$ cat config.mk
export PLATFORM = sky130hd
export DESIGN_NAME = rnn_input_feeder_flat
export DESIGN_NICKNAME = d
export VERILOG_FILES = /design/src/rtl/rnn_input_feeder_if.sv /design/src/rtl/rnn_input_feeder.sv /design/src/flat_wrapper.sv
export SDC_FILE = /design/constraint.sdc
export NUM_CORES = 2
export LEC_CHECK = 0
export ABC_AREA = 1
export CAP_MARGIN = 20
export CORE_ASPECT_RATIO = 0.6
export CORE_UTILIZATION = 35
export DETAILED_ROUTE_END_ITERATION = 12
export SLEW_MARGIN = 30
export SYNTH_ARGS = -nofsm -noshare
export SYNTH_HDL_FRONTEND = slang
export SYNTH_SLANG_ARGS = --single-unit
$ cat constraint.sdc
create_clock -name clk -period 4.95 [get_ports clk]
set_clock_uncertainty 0.2 [all_clocks]
set_input_delay 1.2375 -clock clk [delete_from_list [all_inputs] [get_ports clk]]
set_output_delay 1.2375 -clock clk [all_outputs]
set_load 0.02 [all_outputs]
$ cat src/rtl/rnn_input_feeder_if.sv
// Host-stream and core-side handshake bundle for the RNN input feeder.
// The feeder takes the slave view; the host/core environment takes the master view.
interface rnn_input_feeder_if #(
    parameter int DATA_W = 32
);
    logic              s_valid;
    logic [DATA_W-1:0] s_data;
    logic              s_last;
    logic              s_ready;
    logic              ready;
    logic              busy;
    logic              i_en;
    logic [DATA_W-1:0] idata;

    modport master (
        output s_valid, s_data, s_last, busy, i_en,
        input  s_ready, ready, idata
    );

    modport slave (
        input  s_valid, s_data, s_last, busy, i_en,
        output s_ready, ready, idata
    );
endinterface

$ cat src/rtl/rnn_input_feeder.sv
// RNN input feeder: buffers host input vectors in a first-word-fall-through
// FIFO, requests a core start once enough words (or the whole sequence) are
// present, serves the head word on each core i_en, and flushes after the
// core finishes the sequence.
module rnn_input_feeder #(
    parameter int DATA_W    = 32,
    parameter int DEPTH     = 64,
    parameter int START_LVL = 4
) (
    input  logic                     clk,
    input  logic                     reset,
    rnn_input_feeder_if.slave        bus,
    output logic [$clog2(DEPTH):0]   level,
    output logic                     underrun,
    output logic [2:0]               state_o
);

    localparam int AW = $clog2(DEPTH);
    localparam logic [AW:0] FULL_LVL  = (AW+1)'(DEPTH);
    localparam logic [AW:0] START_THR = (AW+1)'(START_LVL);

    typedef enum logic [2:0] {
        IDLE = 3'd0,
        FILL = 3'd1,
        ARM  = 3'd2,
        RUN  = 3'd3,
        DONE = 3'd4
    } state_t;

    state_t            state;
    state_t            state_nxt;

    logic [DATA_W-1:0] mem [DEPTH];
    logic [AW-1:0]     wr_ptr;
    logic [AW-1:0]     rd_ptr;
    logic [AW:0]       count;

    logic              last_seen;
    logic              ready_q;
    logic              underrun_q;

    logic              full;
    logic              empty;
    logic              accept;
    logic              push;
    logic              pop;
    logic              flush;

    assign full  = (count == FULL_LVL);
    assign empty = (count == '0);
    assign flush = (state == DONE);

    // Host acceptance: open in every state except DONE, closed once the
    // sequence tail is buffered, when full, or while reset is held.
    always_comb begin
        accept = 1'b0;
        case (state)
            IDLE, FILL, ARM, RUN: accept = reset && !full && !last_seen;
            default:              accept = 1'b0;
        endcase
    end

    assign push = bus.s_valid && accept;
    assign pop  = bus.i_en && !empty;

    // Sequence control: fill, arm the core, run, then flush.
    always_comb begin
        state_nxt = state;
        case (state)
            IDLE: if (push) state_nxt = FILL;
            FILL: if ((count >= START_THR) || last_seen) state_nxt = ARM;
            ARM:  if (bus.busy) state_nxt = RUN;
            RUN:  if (!bus.busy) state_nxt = DONE;
            DONE: state_nxt = IDLE;
            default: state_nxt = IDLE;
        endcase
    end

    // State register; ready is registered from the next state so it rises
    // on the arming edge and falls on the edge that samples busy.
    always_ff @(posedge clk) begin
        if (!reset) begin
            state   <= IDLE;
            ready_q <= 1'b0;
        end else begin
            state   <= state_nxt;
            ready_q <= (state_nxt == ARM);
        end
    end

    // Tail-of-sequence marker: set by a pushed s_last, cleared when the
    // sequence returns to IDLE.
    always_ff @(posedge clk) begin
        if (!reset) begin
            last_seen <= 1'b0;
        end else if ((state_nxt == IDLE) && (state != IDLE)) begin
            last_seen <= 1'b0;
        end else if (push && bus.s_last) begin
            last_seen <= 1'b1;
        end
    end

    // FIFO pointers and occupancy; DONE discards whatever the core left unread.
    always_ff @(posedge clk) begin
        if (!reset || flush) begin
            wr_ptr <= '0;
            rd_ptr <= '0;
            count  <= '0;
        end else begin
            if (push) wr_ptr <= wr_ptr + 1'b1;
            if (pop)  rd_ptr <= rd_ptr + 1'b1;
            case ({push, pop})
                2'b10:   count <= count + 1'b1;
                2'b01:   count <= count - 1'b1;
                default: count <= count;
            endcase
        end
    end

    // Storage write; contents need no reset because occupancy gates the read.
    always_ff @(posedge clk) begin
        if (reset && push) begin
            mem[wr_ptr] <= bus.s_data;
        end
    end

    // Sticky flag for a core read attempted against an empty FIFO.
    always_ff @(posedge clk) begin
        if (!reset) begin
            underrun_q <= 1'b0;
        end else if (bus.i_en && empty) begin
            underrun_q <= 1'b1;
        end
    end

    assign bus.idata   = empty ? '0 : mem[rd_ptr];
    assign bus.s_ready = accept;
    assign bus.ready   = ready_q;
    assign level       = count;
    assign underrun    = underrun_q;
    assign state_o     = state;

endmodule
$ cat src/flat_wrapper.sv
// flat-port wrapper written by rule: the top's interface ports become plain ports
module rnn_input_feeder_flat 
#(
    parameter int DATA_W    = 32,
    parameter int DEPTH     = 64,
    parameter int START_LVL = 4
)
  (clk, reset, level, underrun, state_o, bus_s_valid, bus_s_data, bus_s_last, bus_busy, bus_i_en, bus_s_ready, bus_ready, bus_idata);
  rnn_input_feeder_if #(.DATA_W(DATA_W)) bus_i ();
  input  logic clk;
  input  logic reset;
  output logic [$clog2(DEPTH):0] level;
  output logic underrun;
  output logic [2:0] state_o;
  input wire logic [$bits(bus_i.s_valid)-1:0] bus_s_valid;
  input wire logic [$bits(bus_i.s_data)-1:0] bus_s_data;
  input wire logic [$bits(bus_i.s_last)-1:0] bus_s_last;
  input wire logic [$bits(bus_i.busy)-1:0] bus_busy;
  input wire logic [$bits(bus_i.i_en)-1:0] bus_i_en;
  output wire logic [$bits(bus_i.s_ready)-1:0] bus_s_ready;
  output wire logic [$bits(bus_i.ready)-1:0] bus_ready;
  output wire logic [$bits(bus_i.idata)-1:0] bus_idata;
  assign bus_i.s_valid = bus_s_valid;
  assign bus_i.s_data = bus_s_data;
  assign bus_i.s_last = bus_s_last;
  assign bus_i.busy = bus_busy;
  assign bus_i.i_en = bus_i_en;
  assign bus_s_ready = bus_i.s_ready;
  assign bus_ready = bus_i.ready;
  assign bus_idata = bus_i.idata;
  rnn_input_feeder #(.DATA_W(DATA_W), .DEPTH(DEPTH), .START_LVL(START_LVL)) u_core (.clk(clk), .reset(reset), .bus(bus_i), .level(level), .underrun(underrun), .state_o(state_o));
endmodule
Word level (Yosys, flattened, before mapping) --
Memory sizes are Yosys's and may differ from the RTL's. A register that Yosys moved wholly into a read port is not among the register bits. Cells that the tools add are included.
Storage, ports and cells: bits in writable memories 2048, latch bits 0, memories 1, bits in read-only memories 0, output and inout bits 45, register bits after elaboration 25, bits of input ports 38
Cells by class: $add $sub $neg 4, reductions and logical operators 21, eq/ne operators 8, bitwise logic cells 1, divide/modulo/power cells 0, multipliers 0, multiplexer cells 12, shift-type cells 0, order comparisons 1
Memories:
- u_core.mem | words 64, bits a word 32, rd ports 1, clocked after memory_dff 1, write ports 1, line rnn_input_feeder.sv:33 | logic [DATA_W-1:0] mem [DEPTH];
Operators with widths (number):
- 2-to-1 mux 32 bit | 1
- case mux 7 bit (2 select lines) | 1
- adder 6 x 1 -> 6 bit, second input constant | 2
- 2-to-1 mux 3 bit | 4
- 2-to-1 mux 6 bit | 2
- case mux 3 bit (4 select lines) | 1
- equality test 3 x 2 -> 1 bit, second input constant | 3
- logical AND 1 bit | 8
- adder 7 x 1 -> 7 bit, second input constant | 1
- equality test 7 bit, second input constant | 1
- greater-or-equal comparator 7 x 3 -> 1 bit, second input constant | 1
- logical NOT 7 bit | 1
- subtractor 7 x 1 -> 7 bit, second input constant | 1
- logical NOT 3 bit | 2
- logical NOT 1 bit | 4
- OR reduction 4 bit | 1
- equality test 3 x 1 -> 1 bit, second input constant | 1
- equality test 3 bit, second input constant | 1
- 2-to-1 mux 1 bit | 3
- nonzero test 3 bit | 1
- equality test 2 x 1 -> 1 bit, second input constant | 1
- equality test 2 bit, second input constant | 1
- logical OR 1 bit | 2
- nonzero test 2 bit | 1
- other kinds (2) | 2

Longest topological paths before layout --
depth after elaboration 11, gate-level depth with buffers 18, mapped depth without buffers 17

Worst setup path before layout --
Ideal clock, no wire load.
path kind input-to-reg, start point input reset, end point memory u_core.mem[11][0] (enable), cell stages on the path 8, setup time 0.421 ns, buffers on the path 1, data required time 4.329 ns, setup slack 0.871 ns, arrival 3.458 ns, path through nand2_1 > nor2_1 > and2_1 > buf_4 > nand2_4 > nor2_2 > nand2_1 > nor2_1
On the way: longest elaborated chain between the ends 7
Ends and longest elaborated chain:
- start: declaration | line flat_wrapper.sv:11 | input logic reset;
- logical AND 1 bit (2 in a row) | line rnn_input_feeder.sv:58 | IDLE, FILL, ARM, RUN: accept = reset && !full && !last_seen;
- 2-to-1 mux 1 bit | line rnn_input_feeder.sv:57 | case (state)
- net bus_s_ready | line flat_wrapper.sv:20 | output wire logic [$bits(bus_i.s_ready)-1:0] bus_s_ready;
- logical AND 1 bit | line rnn_input_feeder.sv:63 | assign push = bus.s_valid && accept;
- logical AND 1 bit | line rnn_input_feeder.sv:122 | if (reset && push) begin
- 2-to-1 mux 1 bit | line rnn_input_feeder.sv:122
- 2-to-1 mux 1 bit (implied by the code) | line rnn_input_feeder.sv:123 | mem[wr_ptr] <= bus.s_data;
- end: declaration | line rnn_input_feeder.sv:33
The timed path passes the listed nets, and every way through them passes these cells.

==> out/metrics.cfg <==
[critical_path]
critPathCaptureType=output port
cpMaxStageDelayCell=clkdlybuf4s50_1
cp.required_ns=3.51
path_class=flip-flop to output port
arrival_ns=3.61
startpoint_type=flip-flop
path_depth=14
worstPathBufferInverterCount=6
cp_top_family=buffers and inverters
crit_chain=buf_12 -> clkinv_16 -> buf_16 -> nand2_1 -> nand3_1 -> nand3_1 -> nand3_1 -> nand3_1 -> nand2_1 -> nor2_2 -> buf_4 -> nor2_4 -> buf_4 -> clkdlybuf4s50_1
path_max_fanout=39
worstRegToRegCells=16
slowest_delay_ns=0.53
crit_path_frequent_cell=nand3_1

[final_layout]
final_cell_mix=nand2_1 (2299), edfxtp_1 (2048), nand3_1 (1766), buf_4 (239), clkbuf_16 (199)
final_common_cell=nand2_1
stdcell_count=10500
fin_util_pct=41.0
fin_area_sq_mm=0.0971
layout.nets=7216
fill_cells=21900
drive_gt1_share_pct=10.6
syn_to_final_growth_pct=15.9

[placement]
dp_hpwl_mm=140
gp_congestion=0.822
placed_area_sq_mm=0.0901
portBuffers=82
dp.cells=10100
place_ws_ns=0.250

[power_and_ir_drop]
p_leak_uw=0.0340
vdd_ir_drop_max_uv=398
p_per_area_mw_per_mm2=486

[clock_tree]
cts_root_buf=clkbuf_16
ctsHoldBuffers=0
htreeDepth=4
path_clk_slew_ns=0.07
clk_latency_ns=0.83
cts_sinks=2079
clockBufferDepth=4
cts_tree=done
cts_buffers=188

[hold_path]
whs_path_depth=2
holdCritPathClass=flip-flop to flip-flop

[yosys]
syn_area_per_cell_sq_um=12.0
synth_edf_count=2048
synth_fp_nets=7052
synth_warnings=0
ys_seq_area_share_pct=74.1
netlist_instances=7005
async_flop_share_pct=0
syn-cell-area_sq_mm=0.0838
ys_ff_latch=2079
synth_top_flop_cell=edfxtp_1
synth.distinct_cells=32

[sta]
layout_setup_ws_ns=-0.0956
hold-worst-slack_ns=0.275
layout_min_cycle_time_ns=5.05
fmax_mhz=198
rsz0062_at_grt=true
relSlewSlack_pct=34.3
setup_viol=2
fin_crit_sh_pct=102
hold_viol=0
maxSlewViolCount=0
tightest_slew_ns=0.985

[floorplan]
fp.dieH_um=381
die-area_sq_mm=0.241
coreArea_sq_mm=0.237
start_util_pct=35.4
die_w_um=634
io_pins=83
row_count=138

[global_routing]
overflow=0
grt_pass1_wl_mm=372
grt_max_degree=111
antenna_found_initial=13
grt_pass1_vias=52700
grt_use_total_pct=20.9

[outcome]
outcome=finished, violations left
violations=negative setup slack

[route]
dr.first_iter.drc_count=8399
drtAntennaViolNets=0
via_per_inst=5.45
dr.pass1.iters=5
drc=0
num_vias=57000
wl_mm=260
wl_per_cell_um=24.9

[run]
max_cap_violations=0

[layout make-up]
cell class	count	area, sq um	share of cell area, %
Timing Repair inverter	3	33.8	0.0348
Tap cell	3150	3940	4.06
Multi-Input combinational cell	4426	20000	20.6
Timing Repair Buffer	426	5060	5.21
Clock buffer	230	4950	5.09
Inverter	45	243	0.250
Sequential cell	2079	62100	64.0
Clock inverter	93	771	0.794
Antenna cell	3	7.51	0.00773
[metrics by stage]
stage | total power, uW | TNS, ns
global route | 49100 | -0.625
detailed placement | 32200 | 0
finish | 47200 | -0.175
global placement | 32000 | 0
floorplan | 27400 | 0
CTS | 46800 | -1.16
[power by group]
| part | total [uW] | switching (uW) | internal, uW |
|---|---|---|---|
| Combinational | 13500 | 9080 | 4440 |
| Sequential | 19500 | 70.5 | 19400 |
| Clock | 14200 | 6480 | 7710 |
[per-layer routing]
layer,GRT usage (%),up-vias,routed length (um)
li1,-,25100,-
met1,31.9,28200,114000
met2,29.8,3286,109000
met3,5.09,362,31300
met4,4.67,6,5200
met5,0,-,34
[state kept, by name, summed over array words and instances (netlist names), named ones only]
register / count
u_core.wr_ptr: 6
u_core.level: 7
u_core.state_o: 3
u_core.bus.ready: 1
u_core.last_seen: 1
u_core.mem: 2048
u_core.underrun: 1
u_core.rd_ptr: 6
[worst reg2reg max path, cell delays in order, from the launching register on]
cell,delay (ns)
dfxtp_1,0.39
inv_1,0.10
nand4_1,0.14
nor2_2,0.07
buf_4,0.27
nor2_2,0.47
ha_1,0.45
inv_1,0.10
fa_1,0.41
inv_1,0.09
nand4_1,0.09
nand3_1,0.11
a21oi_1,0.08
o21ai_0,0.12
nand2_1,0.08
nand2_1,0.06
nor2_1,0.03
[cells in the mapped netlist, types with 3 or more instances]
master	number	area share, %
dfxtp_1	31	0.74
xor2_1	6	0.063
edfxtp_1	2048	73
nor2_1	189	0.85
buf_6	5	0.067
nand3_1	1778	11
nand2_1	2304	10
o21ai_0	46	0.27
clkbuf_1	85	0.38
o22ai_1	19	0.14
buf_4	55	0.49
buf_2	272	1.6
nand4_1	5	0.037
ha_1	8	0.12
a21oi_1	53	0.32
inv_1	41	0.18
buf_1	37	0.17
nor2_2	3	0.022
nor3_1	5	0.030
[final timing paths]
check / slack (ns) / start / endpoint
setup / recovery: -0.1 / flip-flop / bus_idata[16]
hold / removal: 0.27 / u_core.underrun / u_core.underrun
setup reg to reg: 1.60 / u_core.level[1] / u_core.level[6]
hold reg to reg: 0.27 / u_core.underrun / u_core.underrun
[what timing repair did]
item                       in CTS  in global routing
gates cloned                   10                  7
gates resized for setup        75                 66
setup buffers                  12                  9
setup endpoints to repair      32                 31
pin swaps                       0                  3
[cells by family after synthesis]
family	Yosys count	synth area share [%]
compound gates	122	0.766
xor+xnor	7	0.0732
fa+ha+maj	9	0.143
buf+inv	500	2.95
flops	2079	74.1
simple gates	4288	21.9
No activity file was read; power rests on OpenSTA's default activity.
